**config.mk**
```make
export PLATFORM = sky130hd
export DESIGN_NAME = ext_domain_pwr_seq
export DESIGN_NICKNAME = d
export VERILOG_FILES = /design/src/rtl/ext_domain_pwr_seq.sv
export SDC_FILE = /design/constraint.sdc
export NUM_CORES = 1
export LEC_CHECK = 0
export BUFFER_PORTS_ARGS = -buffer_cell sky130_fd_sc_hd__buf_4
export CELL_PAD_IN_SITES_DETAIL_PLACEMENT = 1
export CELL_PAD_IN_SITES_GLOBAL_PLACEMENT = 2
export CORE_ASPECT_RATIO = 1.25
export CORE_MARGIN = 2
export CORE_UTILIZATION = 34
export DETAILED_ROUTE_END_ITERATION = 7
export GPL_ROUTABILITY_DRIVEN = 0
export PLACE_DENSITY = 0.86
export SYNTH_ARGS = -nofsm -noshare
export SYNTH_HDL_FRONTEND = slang
export SYNTH_SLANG_ARGS = --single-unit
```
**constraint.sdc**
```tcl
create_clock -name clk_i -period 2.7 [get_ports clk_i]
set_clock_uncertainty 0.15 [all_clocks]
set_input_delay 0 -clock clk_i [delete_from_list [all_inputs] [get_ports clk_i]]
set_output_delay 0 -clock clk_i [all_outputs]
set_load 0.05 [all_outputs]
```
**src/rtl/ext_domain_pwr_seq.sv**
```systemverilog
// Per-domain power sequencer for external subsystems (switch, iso, reset, retention).
// Define EXT_DOMAIN_PWR_SEQ_IRQ_EN to enable the per-domain sequencing interrupt.
module ext_domain_pwr_seq #(
  parameter int unsigned NDOMAINS    = 2,
  parameter int unsigned ISO_CYCLES  = 4,
  parameter int unsigned RST_CYCLES  = 2,
  parameter int unsigned ACK_TIMEOUT = 64
) (
  input  logic                clk_i,
  input  logic                rst_ni,
  input  logic [NDOMAINS-1:0] pwr_req_i,
  input  logic [NDOMAINS-1:0] ret_req_i,
  input  logic [NDOMAINS-1:0] fault_clr_i,
  input  logic [NDOMAINS-1:0] switch_ack_i,
  output logic [NDOMAINS-1:0] switch_o,
  output logic [NDOMAINS-1:0] iso_o,
  output logic [NDOMAINS-1:0] rst_no,
  output logic [NDOMAINS-1:0] ret_o,
  output logic [NDOMAINS-1:0] ready_o,
  output logic [NDOMAINS-1:0] fault_o,
  output logic                irq_o,
  input  logic [NDOMAINS-1:0] irq_clr_i
);

  localparam bit TO_EN = (ACK_TIMEOUT != 0);
  localparam int unsigned TO_W =
    TO_EN ? $clog2(ACK_TIMEOUT + 1) : 1;
  localparam int unsigned SEQ_MAX =
    (ISO_CYCLES > RST_CYCLES) ? ISO_CYCLES : RST_CYCLES;
  localparam int unsigned SEQ_W = $clog2(SEQ_MAX + 1);

  localparam logic [TO_W-1:0] TO_LAST =
    TO_EN ? TO_W'(ACK_TIMEOUT - 1) : '0;
  localparam logic [SEQ_W-1:0] ISO_LD = SEQ_W'(ISO_CYCLES);
  localparam logic [SEQ_W-1:0] RST_LD = SEQ_W'(RST_CYCLES);
  localparam logic [SEQ_W-1:0] SEQ_ONE = SEQ_W'(1);

  typedef enum logic [2:0] {
    S_OFF,
    S_PWR_UP,
    S_ISO_REL,
    S_ON,
    S_RST_ASSERT,
    S_ISO_SET,
    S_PWR_DN,
    S_FAULT
  } state_e;

  state_e            st_q  [NDOMAINS];
  state_e            st_d  [NDOMAINS];
  logic [SEQ_W-1:0]  seq_q [NDOMAINS];
  logic [SEQ_W-1:0]  seq_d [NDOMAINS];
  logic [TO_W-1:0]   to_q  [NDOMAINS];
  logic [TO_W-1:0]   to_d  [NDOMAINS];

  logic [NDOMAINS-1:0] sync1_q, sync1_d;
  logic [NDOMAINS-1:0] ack_s_q, ack_s_d;
  logic [NDOMAINS-1:0] ret_req_q, ret_req_d;

  always_comb begin
    sync1_d   = switch_ack_i;
    ack_s_d   = sync1_q;
    ret_req_d = ret_req_i;
  end

  always_ff @(posedge clk_i) begin
    if (!rst_ni) begin
      sync1_q   <= '0;
      ack_s_q   <= '0;
      ret_req_q <= '0;
      for (int d = 0; d < NDOMAINS; d++) begin
        st_q[d]  <= S_OFF;
        seq_q[d] <= '0;
        to_q[d]  <= '0;
      end
    end else begin
      sync1_q   <= sync1_d;
      ack_s_q   <= ack_s_d;
      ret_req_q <= ret_req_d;
      for (int d = 0; d < NDOMAINS; d++) begin
        st_q[d]  <= st_d[d];
        seq_q[d] <= seq_d[d];
        to_q[d]  <= to_d[d];
      end
    end
  end

  // Requests are only honoured in OFF/ON so a started sequence always completes.
  always_comb begin
    for (int d = 0; d < NDOMAINS; d++) begin
      st_d[d]  = st_q[d];
      seq_d[d] = seq_q[d];
      to_d[d]  = to_q[d];
      case (st_q[d])
        S_OFF: begin
          if (pwr_req_i[d]) begin
            st_d[d] = S_PWR_UP;
            to_d[d] = '0;
          end
        end
        S_PWR_UP: begin
          if (TO_EN) to_d[d] = to_q[d] + 1'b1;
          if (ack_s_q[d]) begin
            st_d[d]  = S_ISO_REL;
            seq_d[d] = ISO_LD;
          end else if (TO_EN && to_q[d] == TO_LAST) begin
            st_d[d] = S_FAULT;
          end
        end
        S_ISO_REL: begin
          if (seq_q[d] == SEQ_ONE) st_d[d] = S_ON;
          else seq_d[d] = seq_q[d] - 1'b1;
        end
        S_ON: begin
          if (!pwr_req_i[d]) begin
            st_d[d]  = S_RST_ASSERT;
            seq_d[d] = RST_LD;
          end
        end
        S_RST_ASSERT: begin
          if (seq_q[d] == SEQ_ONE) begin
            st_d[d]  = S_ISO_SET;
            seq_d[d] = ISO_LD;
          end else begin
            seq_d[d] = seq_q[d] - 1'b1;
          end
        end
        S_ISO_SET: begin
          if (seq_q[d] == SEQ_ONE) begin
            st_d[d] = S_PWR_DN;
            to_d[d] = '0;
          end else begin
            seq_d[d] = seq_q[d] - 1'b1;
          end
        end
        S_PWR_DN: begin
          if (TO_EN) to_d[d] = to_q[d] + 1'b1;
          if (!ack_s_q[d]) begin
            st_d[d] = S_OFF;
          end else if (TO_EN && to_q[d] == TO_LAST) begin
            st_d[d] = S_FAULT;
          end
        end
        S_FAULT: begin
          if (fault_clr_i[d] && !pwr_req_i[d]) st_d[d] = S_OFF;
        end
        default: st_d[d] = S_OFF;
      endcase
    end
  end

  always_comb begin
    switch_o = '0;
    iso_o    = '1;
    rst_no   = '0;
    ret_o    = '0;
    ready_o  = '0;
    fault_o  = '0;
    for (int d = 0; d < NDOMAINS; d++) begin
      case (st_q[d])
        S_OFF: ret_o[d] = ret_req_q[d];
        S_PWR_UP: switch_o[d] = 1'b1;
        S_ISO_REL: begin
          switch_o[d] = 1'b1;
          iso_o[d]    = 1'b0;
        end
        S_ON: begin
          switch_o[d] = 1'b1;
          iso_o[d]    = 1'b0;
          rst_no[d]   = 1'b1;
          ready_o[d]  = 1'b1;
        end
        S_RST_ASSERT: begin
          switch_o[d] = 1'b1;
          iso_o[d]    = 1'b0;
        end
        S_ISO_SET: switch_o[d] = 1'b1;
        S_PWR_DN: ret_o[d] = ret_req_q[d];
        S_FAULT: fault_o[d] = 1'b1;
        default: ;
      endcase
    end
  end

`ifdef EXT_DOMAIN_PWR_SEQ_IRQ_EN
  logic [NDOMAINS-1:0] ent_q, ent_d;
  logic [NDOMAINS-1:0] pend_q, pend_d;
  logic                irq_q, irq_d;

  // Reset clears ent_q, so the reset-forced OFF never raises a pending bit.
  always_comb begin
    for (int d = 0; d < NDOMAINS; d++) begin
      ent_d[d] = (st_d[d] != st_q[d]) &&
                 (st_d[d] inside {S_OFF, S_ON, S_FAULT});
    end
    pend_d = ent_q | (pend_q & ~irq_clr_i);
    irq_d  = |pend_q;
  end

  always_ff @(posedge clk_i) begin
    if (!rst_ni) begin
      ent_q  <= '0;
      pend_q <= '0;
      irq_q  <= 1'b0;
    end else begin
      ent_q  <= ent_d;
      pend_q <= pend_d;
      irq_q  <= irq_d;
    end
  end

  assign irq_o = irq_q;
`else
  logic unused_irq_clr;
  assign unused_irq_clr = ^irq_clr_i;
  assign irq_o = 1'b0;
`endif

endmodule

```
==> reports/results.txt, run 1 <==
Post-route antenna net violation count - 0
Final setup vio count - 0
Die width - 76.0 um
Yosys Warn Count - 0
CTS resizes - 0
Port Buf Inserts - 21
DRT Pass-1 Iters - 4
Mapped Cells - 283
Sink Count - 32
Final Cell Area - 0.00258 mm2
Ys async rst share - 0%
Final period utilization - 82.1%
Fin nets - 329
CP top delay family - flip-flops
Post-layout util - 41.6%
Die area - 0.00715 mm2
GR Util met3 - 3.08%
Synthesis-stage register bit count - 32
Site row count - 32
Initial antenna violation count - 0
RSZ-0062 raised after global routing - false
Final min period - 2.22 ns
Total congestion overflow - 0
Synth Net Count - 307
Layout cells sized above 1 - 13.4%
CP endpoint kind - register
CTS Buf Count - 5
Syn Area/Cell - 7.79 um2
H-Tree Depth - 2
Worst Path Arrival - 2.30 ns
Worst path slowest cell - dfxtp_1
Maximum VDD drop - 0.277 mV
Yosys cell types - 61
Clock root cell - clkbuf_8
Overall Power - 1.84 mW
Vias in the first global route - 2036
Area grow syn2layout - 17.0%
GR peak layer - met2
Slew @ Worst Pin - 0.721 ns
Vias/cell - 5.37
Crit path largest cell delay - 0.75 ns
Prevailing post-synth register cell - dfxtp_1
Clock Pin Slew Worst Setup and Hold Paths - 0.07 ns
DRT Wirelength - 5780 um
Largest net degree at the start of global routing - 24
Sequential-to-total area share from yosys stat - 29.0%
Largest buffer count on any clock path - 2
Pins Over Slew Limit - 0
Most common cell after layout, fill and taps aside - dfxtp_1
CP Cell Sequence - inv_1 -> ha_1 -> nor3_1 -> o21ai_0 -> o311ai_0 -> o221a_2
CP max FO - 23
FMAX - 451 MHz
Placed cells - 374
CP startpoint kind - register
Core area - 0.00621 mm2
M2 GR Usage - 28.8%
Required time worst endpoint - 2.78 ns
Hold Worst Slack - 0.106 ns
Residual DRC - 0
Most frequent cells in the layout - 32 x dfxtp_1, 28 x o21ai_0, 25 x buf_4
Buf+Inv Stages, Crit Path - 1
Outcome - finished clean
Wirelength per Cell - 14.8 um
Met1 usage - 21.1%
Leak Pwr - 0.974 nW
Clock latency on the worst-skew pair - 0.29 ns
CTS tree - built
PwrDens - 713 mW/mm2
Setup ws final - 0.485 ns
Slew HR - 51.8%
HPWL Detailed - 4020 um
Min-delay worst type - in -> reg
Initial core utilization - 35.5%
CP Class - reg -> reg
Num ports - 25
Final std cells w/o fill - 390
GRT Total Usage - 16.6%
First-pass GRT wire length - 9710 um
Synth Cell Area - 0.00221 mm2
Die H - 94.1 um
Dpl ws - 0.483 ns
Antenna cell count - 0
Hold Fails Final Rpt - 0
Maxcap violations - 0
Post-Place Cell Area - 0.00239 mm2
DR vias - 2093
DR iter-0 viols - 132
Final setup TNS - 0 ns
EDFF count, synth - 0
## Yosys cell counts, drive strengths merged, types with 5 or more instances
master  count  area [um2]
clkbuf      7        26.3
o21ai      29         145
nor2b      12        75.1
nand2      16        60.1
nand3       7        35.0
nor2       23        86.3
a21oi      21         109
nor3        6        30.0
and2        6        37.5
ha         12         150
xor2        5        43.8
a31oi       9        62.6
inv        12        45.0
buf        12        78.8
nand2b     12        75.1
dfxtp      32         641
## worst min-delay path: stages
cell	delay, ns
buf_4	0.14
nand2_1	0.07
a31oi_2	0.15
nand2_1	0.08
a21oi_1	0.05
## kinds of logic after synthesis
| family | count (synthesis) | share of synthesized area [%] |
|---|---|---|
| AND/OR/NAND/NOR | 101 | 24.6 |
| AO/OA/AOI/OAI | 101 | 30.6 |
| buffers and inverters | 31 | 6.81 |
| adder cells (fa/ha/maj) | 12 | 6.81 |
| other | 1 | 0.170 |
| flip-flops | 32 | 29.0 |
| XOR/XNOR | 5 | 1.99 |
## routing by layer
| layer | part of all wire (%) | vias to the layer above |
|---|---|---|
| li1 | - | 1074 |
| met1 | 49 | 990 |
| met2 | 48 | 21 |
| met3 | 2.3 | 8 |
| met4 | 1.1 | 0 |
| met5 | 0 | - |
## power by group
part / internal, mW / switching (mW)
Combinational: 0.311 / 0.494
Sequential: 0.516 / 0.114
Clock: 0.227 / 0.178
Total: 1.05 / 0.786
## flip-flops by register name, indices dropped and copies added, names as in the netlist
name and cells:
ack_s_d 2, ack_s_q 2, ret_req_q 2, seq_q 6, st_q 6, to_q 14
## area by class of cell
type / instances / area [um2]
fillers: 778 / 3620
multi-input cells: 220 / 1420
flip-flops and latches: 32 / 641
repair buffers: 34 / 278
well taps: 85 / 106
clock buffers: 7 / 96.3
inverters: 12 / 45.0
## worst paths after layout
check / start / endpoint / slack, ns / cells after the start
hold / removal: pwr_req_i[1] / seq_q[0][3]$_SDFFE_PN0P_ / 0.11 / 5
setup / recovery: st_q[0][1]$_SDFFE_PN0P_ / st_q[0][0]$_SDFFE_PN0P_ / 0.48 / 6
setup reg to reg: st_q[0][1]$_SDFFE_PN0P_ / st_q[0][0]$_SDFFE_PN0P_ / 0.48 / 6
hold reg to reg: ack_s_d[1]$_SDFF_PN0_ / ack_s_q[1]$_SDFF_PN0_ / 0.28 / 1
## what timing repair did
| action | in CTS | in global routing |
|---|---|---|
| setup buffers | 0 | 0 |
| hold buffers | 9 | 0 |
| setup endpoints to repair | 0 | 0 |
| hold endpoints to repair | 19 | 0 |
No activity file was read; power rests on OpenSTA's default activity.
==> inputs of run 2 (changes only) <==
- CORE_UTILIZATION: 34 -> 31
- PLACE_DENSITY: 0.86 -> 0.83
- clock period: 2.7 -> 1.8 ns (I/O delays scaled with it)
==> reports/results.txt, run 2 (synthesis gave the netlist of run 1 again) <==
HPWL Detailed - 5100 um (+27%)
Maxcap violations - 0 (unchanged)
Port Buf Inserts - 21 (unchanged)
Total congestion overflow - 0 (unchanged)
H-Tree Depth - 2 (unchanged)
Final period utilization - 99.5% (+17 points)
DRT Wirelength - 6690 um (+16%)
DR vias - 2385 (+14%)
Final setup vio count - 0 (unchanged)
Clock root cell - clkbuf_8
Maximum VDD drop - 0.878 mV (+220%)
Largest net degree at the start of global routing - 23 (-4.2%)
M1 wire length - 2910 um (+3.2%)
CTS Buf Count - 5 (unchanged)
Die width - 79.5 um (+4.5%)
Clock Pin Slew Worst Setup and Hold Paths - 0.07 ns (about the same)
Initial core utilization - 31.8% (-3.7 points)
Final min period - 1.79 ns (-0.425 ns)
Area grow syn2layout - 42.8%
Gate power share - 55.2% (+11 points)
Die H - 98.3 um (+4.5%)
Most common cell after layout, fill and taps aside - buf_4
Sink Count - 32 (unchanged)
Hold Fails Final Rpt - 0 (unchanged)
Max FFs per register - 14 (unchanged)
Outcome - finished clean
CP endpoint kind - register
Residual DRC - 0 (unchanged)
GRT Total Usage - 18.1% (+1.4 points)
Seq pwr share - 26.1% (-8.1 points)
Flip-flop and latch area - 653 um2 (+2.0%)
Vias in the first global route - 2498 (+23%)
Filler cell count - 854 (+9.8%)
Placed cells - 434 (+16%)
RSZ-0062 raised after global routing - true
Leak Pwr - 1.30 nW (+34%)
Largest buffer count on any clock path - 2 (unchanged)
Fin nets - 386 (+17%)
Num ports - 25 (unchanged)
DR iter-0 viols - 64 (-52%)
Final std cells w/o fill - 452 (+16%)
Antenna cell count - 0 (unchanged)
First-pass GRT wire length - 11400 um (+17%)
Worst Path Arrival - 1.86 ns (-0.44 ns)
Top reg by flops - to_q
Clock latency on the worst-skew pair - 0.28 ns (about the same)
FMAX - 558 MHz (+24%)
Core area - 0.00693 mm2 (+12%)
Wirelength per Cell - 14.8 um (about the same)
Multi-input logic area - 0.00154 mm2 (+8.5%)
Site row count - 34 (+6.3%)
CP Class - reg -> reg
Top layer in use - met4
Initial antenna violation count - 0 (unchanged)
CP startpoint kind - register
Met3 wire len - 159 um (+20%)
Met2 wire len - 3430 um (+24%)
PwrDens - 1050 mW/mm2 (+47%)
CP max FO - 3 (-87%)
Vias/cell - 5.28 (-1.7%)
Die area - 0.00781 mm2 (+9.2%)
Pins Over Slew Limit - 0 (unchanged)
NetSw - 1.36 mW (+73%)
Clock Power Share - 18.7% (-3.3 points)
Most frequent cells in the layout - 80 x buf_4, 26 x dfxtp_1, 23 x o21ai_0
Biggest regs - to_q: 14 flops, seq_q: 6 flops, st_q: 6 flops
Post-route antenna net violation count - 0 (unchanged)
Required time worst endpoint - 1.87 ns (-0.91 ns)
DRT Pass-1 Iters - 4 (unchanged)
CTS tree - built
Int Pwr - 1.94 mW (+84%)
Layout cells sized above 1 - 35.4% (+22 points)
Sw Ratio - 41.2% (-1.5 points)
Min-delay worst type - in -> reg
Final setup TNS - 0 ns (unchanged)
==> run 2: layout make-up <==
type                            instances  area share (%)
Multi-Input combinational cell        220            48.7
Timing Repair Buffer                   91            22.4
Sequential cell                        32            20.7
Tap cell                               90            3.58
Clock buffer                            7            3.06
Inverter                               12            1.43
==> run 2: per-layer routing <==
layer  track usage, %  vias up
met5                0        -
met4             8.49        0
met3             2.96       16
met2             32.0       40
met1             20.8     1139
li1                 -     1190
==> run 2: timing repair <==
action	4_1_cts	5_1_grt
setup buffers	0	2
gates cloned	0	0
setup endpoints to repair	11	15
hold buffers	9	0
gates resized for setup	14	21
endpoints found under the hold margin	20	0
pin swaps	1	7
==> run 2: power by group through the flow <==
stage / Clock, mW / Combinational [mW] / Sequential (mW)
2_1_floorplan: 0 / 1.09 / 0.837
3_3_place_gp: 0 / 1.65 / 0.869
3_5_place_dp: 0 / 1.68 / 0.872
4_1_cts: 0.640 / 1.73 / 0.864
5_1_grt: 0.672 / 1.97 / 0.879
6_report: 0.616 / 1.82 / 0.863
==> run 2: metrics by stage <==
step                      utilization [%]  area [um2]  power [mW]  worst slack (ns)  hold WS (ns)
after floorplan                         -        2260        1.93            -0.130       -0.0227
after global placement               41.1        2850        2.52           -0.0389        0.0613
after detailed placement             41.1        2850        2.56            -0.104        0.0646
after CTS                            44.3        3070        3.24            0.0144        0.0870
after global routing                 45.4        3150        3.53           -0.0783         0.126
final                                45.4        3150        3.30           0.00943         0.120
==> run 2: path summary, 6_finish.rpt <==
| path | startpoint | end | slack [ns] | cells past startpoint |
|---|---|---|---|---|
| worst max register to register | seq_q[0][4]$_SDFFE_PN0P_ | seq_q[0][3]$_SDFFE_PN0P_ | 0.009 | 7 |
| worst min register to register | ack_s_d[1]$_SDFF_PN0_ | ack_s_q[1]$_SDFF_PN0_ | 0.29 | 1 |
| worst min-delay path | pwr_req_i[1] | st_q[0][3]$_SDFFE_PN0P_ | 0.12 | 4 |
| worst max-delay path | seq_q[0][4]$_SDFFE_PN0P_ | seq_q[0][3]$_SDFFE_PN0P_ | 0.009 | 7 |
==> run 2: worst max-delay path: stages (launching register included) <==
cell and delay (ns):
dfxtp_2 0.34, inv_2 0.05, ha_4 0.15, nor2b_4 0.12, a311oi_2 0.23, a31oi_2 0.06
or4_1 0.49, a21oi_2 0.13
